## src/rtl/neuro_serial_host.sv

```systemverilog
// Serial host for a bit-serial inference core: streams a weight word once, then
// exchanges input frames and result frames with the core over a single-wire pair.
module neuro_serial_host #(
  parameter int W_BITS   = 250,
  parameter int IN_BITS  = 14,
  parameter int OUT_BITS = 13
) (
  input  logic                clk,
  input  logic                rst,
  input  logic                w_load,
  input  logic [W_BITS-1:0]   w_data,
  input  logic                in_valid,
  input  logic [IN_BITS-1:0]  in_data,
  output logic                in_ready,
  output logic                D_OUT_SERIAL,
  input  logic                D_IN_SERIAL,
  output logic [OUT_BITS-1:0] out_data,
  output logic                out_valid,
  output logic                w_loaded,
  output logic                busy
);

  // state  | meaning
  // IDLE   | line low, waiting for w_load or an accepted frame
  // LOAD_W | shifting the weight word out, MSB first
  // TX     | shifting the input frame out, MSB first
  // GAP    | one turnaround cycle, line low
  // RX     | sampling the result from the core, MSB first
  localparam int CW = $clog2(W_BITS + 1);

  typedef enum logic [2:0] {S_IDLE, S_LOAD_W, S_TX, S_GAP, S_RX} state_t;

  state_t              r_state, w_state_nxt;
  logic [CW-1:0]       r_cnt, w_cnt_nxt;
  logic [W_BITS-1:0]   r_wsh;
  logic [IN_BITS-1:0]  r_ish;
  logic [OUT_BITS-1:0] r_osh;
  logic [OUT_BITS-1:0] r_out_data;
  logic                r_out_valid;
  logic                r_w_loaded;
  logic                w_last;
  logic                w_accept;
  logic [OUT_BITS-1:0] w_rx_word;

  assign w_last    = (r_cnt == '0);
  assign w_rx_word = {r_osh[OUT_BITS-2:0], D_IN_SERIAL};

  // A frame may be taken at the tail of a weight load or result read so TX follows with no bubble.
  assign in_ready = r_w_loaded &
                    (((r_state == S_IDLE) & ~w_load) |
                     ((r_state == S_LOAD_W) & w_last) |
                     ((r_state == S_RX) & w_last));
  assign w_accept = in_valid & in_ready;

  always_ff @(posedge clk or negedge rst) begin
    if (!rst) begin
      r_state <= S_IDLE;
      r_cnt   <= '0;
    end else begin
      r_state <= w_state_nxt;
      r_cnt   <= w_cnt_nxt;
    end
  end

  always_comb begin
    w_state_nxt = r_state;
    w_cnt_nxt   = r_cnt;
    case (r_state)
      S_IDLE: begin
        if (w_load) begin
          w_state_nxt = S_LOAD_W;
          w_cnt_nxt   = CW'(W_BITS - 1);
        end else if (w_accept) begin
          w_state_nxt = S_TX;
          w_cnt_nxt   = CW'(IN_BITS - 1);
        end
      end
      S_LOAD_W: begin
        if (!w_last) begin
          w_cnt_nxt = r_cnt - CW'(1);
        end else if (w_accept) begin
          w_state_nxt = S_TX;
          w_cnt_nxt   = CW'(IN_BITS - 1);
        end else begin
          w_state_nxt = S_IDLE;
        end
      end
      S_TX: begin
        if (w_last) w_state_nxt = S_GAP;
        else        w_cnt_nxt   = r_cnt - CW'(1);
      end
      S_GAP: begin
        w_state_nxt = S_RX;
        w_cnt_nxt   = CW'(OUT_BITS - 1);
      end
      S_RX: begin
        if (!w_last) begin
          w_cnt_nxt = r_cnt - CW'(1);
        end else if (w_accept) begin
          w_state_nxt = S_TX;
          w_cnt_nxt   = CW'(IN_BITS - 1);
        end else begin
          w_state_nxt = S_IDLE;
        end
      end
      default: begin
        w_state_nxt = S_IDLE;
        w_cnt_nxt   = '0;
      end
    endcase
  end

  always_ff @(posedge clk or negedge rst) begin
    if (!rst) begin
      r_wsh       <= '0;
      r_ish       <= '0;
      r_osh       <= '0;
      r_out_data  <= '0;
      r_out_valid <= 1'b0;
      r_w_loaded  <= 1'b0;
    end else begin
      r_out_valid <= 1'b0;
      case (r_state)
        S_IDLE: begin
          if (w_load)        r_wsh <= w_data;
          else if (w_accept) r_ish <= in_data;
        end
        S_LOAD_W: begin
          r_wsh <= r_wsh << 1;
          if (w_last) begin
            r_w_loaded <= 1'b1;
            if (w_accept) r_ish <= in_data;
          end
        end
        S_TX: r_ish <= r_ish << 1;
        S_RX: begin
          r_osh <= w_rx_word;
          if (w_last) begin
            r_out_data  <= w_rx_word;
            r_out_valid <= 1'b1;
            if (w_accept) r_ish <= in_data;
          end
        end
        default: ;
      endcase
    end
  end

  always_comb begin
    D_OUT_SERIAL = 1'b0;
    case (r_state)
      S_LOAD_W: D_OUT_SERIAL = r_wsh[W_BITS-1];
      S_TX:     D_OUT_SERIAL = r_ish[IN_BITS-1];
      default:  D_OUT_SERIAL = 1'b0;
    endcase
  end

  assign out_data  = r_out_data;
  assign out_valid = r_out_valid;
  assign w_loaded  = r_w_loaded;
  assign busy      = (r_state != S_IDLE);

endmodule
```

## config.mk

```make
export PLATFORM = sky130hd
export DESIGN_NAME = neuro_serial_host
export DESIGN_NICKNAME = d
export VERILOG_FILES = /design/src/rtl/neuro_serial_host.sv
export SDC_FILE = /design/constraint.sdc
export NUM_CORES = 1
export LEC_CHECK = 0
export CAP_MARGIN = 20
export CORE_MARGIN = 4
export CORE_UTILIZATION = 54
export CTS_BUF_LIST = sky130_fd_sc_hd__clkbuf_16
export DETAILED_ROUTE_END_ITERATION = 7
export PLACE_DENSITY = 0.95
export REMOVE_ABC_BUFFERS = 1
export SLEW_MARGIN = 10
export SYNTH_ARGS = -nofsm -noshare
export SYNTH_HDL_FRONTEND = slang
export SYNTH_SLANG_ARGS = --single-unit
export TNS_END_PERCENT = 20
```

## constraint.sdc

```tcl
create_clock -name clk -period 5.9 [get_ports clk]
set_clock_uncertainty 0.05 [all_clocks]
set_input_delay 1.18 -clock clk [delete_from_list [all_inputs] [get_ports clk]]
set_output_delay 1.18 -clock clk [all_outputs]
set_load 0.02 [all_outputs]
```

==> results.cfg <==
[place]
dp_hpwl_mm = 23.0
place.gp.congestion = 0.882
placed_area_um2 = 15600
numPortBuffers = 286

[yosys]
syn_inst = 1371
synth-simple-area-share_pct = 19.7
synth-xor-area-share_pct = 0.278
synth_area_um2 = 12600
synth_area_leader_cell = dfrtp_1
ys_warn_count = 0
synth_top_family_by_area = simple AND/OR/NAND/NOR gates
synth_cell_types = 42
synth_common_cells = 508 x nor2_1, 302 x dfrtp_1, 250 x o22ai_1, 105 x nand2_1, 43 x buf_2
ys.flop_type = dfrtp_1
synthAdderAreaFrac_pct = 0.0992
yosysMostFrequentCell = nor2_1
synth_compound_area_share_pct = 15.1
async_reset_ff_share_pct = 100
avgSynthCellArea_um2 = 9.20
synth_edf_count = 0
synth_top_area_share_pct = 59.9
ys_ff_latch = 302
muxShareOfSynthArea_pct = 1.11
synth_area_leaders = dfrtp_1 60%, nor2_1 15%, o22ai_1 12%
ys_seq_area_share_pct = 59.9

[clock_tree]
cts_tree = done
cts_buffer_depth = 3
clock_latency_ps = 540
cts_buffers = 30
clock_sinks = 302
clkTransAtPathRegs_ps = 60
cts_resized = 0
ctsHoldBuffers = 0
postCtsSetupRepairBufs = 0
cts-root-buf = clkbuf_16
htree_levels = 1

[finish]
multi_input_area_um2 = 4610
diodes = 0
seqCellArea_um2 = 7560
design_area_um2 = 16600
syn2layout_area_growth_pct = 31.6
drive_gt1_share_pct = 4.05
fill_cells = 1533
nets = 1875
fin_util_pct = 72.9

[min_path]
worstHoldStart = out_data[0]
hold_path.class = reg -> reg

[worst_setup_path]
arrival_ps = 3010
r2r_slack_ps = 2330
critical_path_class = reg -> out
crit_fanout = 5
cp-end-kind = output port
crit_required_ps = 4670
cp-start-kind = register
reg2reg_from = r_state[2]
worstSetupStartpoint = r_cnt[0]

[die]
fp-row-count = 55
die_w_um = 161
initial_utilization_pct = 55.4
pin_count = 287
design.die.area_um2 = 25900
core_area_um2 = 22800
die_h_um = 161

[global_routing]
grt_overflow = 0
antenna_found_initial = 1
grt_pass1_vias = 11300
grt_usage_pct = 26.5
grt_pass1_wl_mm = 56.9
grt_start_max_net_pins = 145

[detailed_routing]
num_vias = 11200
routedWlPerCell_um = 18.3
ant_nets = 0
firstDrtPassIters = 5
drt-initial-drc-count = 1221
viasPerCell = 5.75
totalWireLength_mm = 35.5
drc_errors = 0

[job]
max_cap_viol_count = 0

[power]
power.static_leakage_nw = 7.08
worst_ir_drop_vdd_mv = 0.297
power.density_nw_per_um2 = 453

[timing]
rsz0062_at_grt = no
timing.hold.ws_ps = 419
fin_crit_sh_pct = 71.9
slew_viol_final = 0
hold_violations = 0
period_needed_ps = 4240
slew_headroom_pct = 26.6
max_freq_ghz = 0.236
setup-violations-final = 0
finalSetupTns_ps = 0
worst_pin_slew_ps = 1100

[status]
status = completed
metrics by stage:
stage                     power, mW  worst slack (ps)  std cells
final                          7.52              1660       1942
after global routing           7.97              1530       1942
after CTS                      7.55              1680       1942
after detailed placement       5.51              1860       1886
after global placement         5.31              1970       1886
after floorplan                4.84             -6140       1276
cell usage in the layout, fill, tap and decap left out, types with 9 or more instances in the layout:
cell and count:
nor2_1 508, dfrtp_1 302, clkdlybuf4s50_1 285, o22ai_1 250, nand2_1 103, clkbuf_16 31, o21ai_0 20, inv_1 14
a21oi_1 14, mux2i_1 14, buf_4 9
state kept, by name, summed over array words and instances, names as in the netlist:
name / count
r_wsh: 250
r_ish: 14
out_data: 13
r_osh: 12
r_cnt: 8
r_state: 3
out_valid: 1
w_loaded: 1
worst max-delay path, stage by stage, from the launching register on:
cell and delay (ps):
dfrtp_1 430, inv_1 100, ha_1 240, nor4b_2 400, nand4_1 250, o21ai_0 250
and2_1 190, clkdlybuf4s50_1 610
cell families after synthesis:
group                      count (synthesis)
and+or+nand+nor                          639
AOI/OAI and AO/OA                        308
DFF                                      302
buffers and inverters                    103
muxes                                     14
xor gates and xnor gates                   4
adders and majority gates                  1
power by group:
| part | internal [mW] | switching (mW) | total [mW] |
|---|---|---|---|
| combinational | 1.00 | 0.944 | 1.95 |
| clock | 1.21 | 0.777 | 1.98 |
| sequential | 2.99 | 0.594 | 3.59 |
| total | 5.21 | 2.32 | 7.52 |
routing by layer:
layer	track usage (%)	up-vias	wire [um]
li1	-	5192	-
met1	33.6	5418	13700
met2	45.8	478	17700
met3	6.26	79	3040
met4	7.72	2	1080
met5	0	-	13
worst paths after layout:
kind,to,depth (start not counted)
worst max-delay path,in_ready,7
worst min-delay path,out_data[0],2
worst max register to register,r_wsh[208],6
worst min register to register,out_data[0],2
max in group asynchronous,r_wsh[27],2
min in group asynchronous,r_wsh[180],1
layout make-up:
class / count / share of cell area, %
Sequential cell: 302 / 45.5
Clock buffer: 31 / 4.67
Multi-Input combinational cell: 966 / 27.8
Inverter: 8 / 0.181
Clock inverter: 25 / 1.56
Tap cell: 313 / 2.36
Timing Repair Buffer: 297 / 17.9
Power figures use the tool's default switching activity.
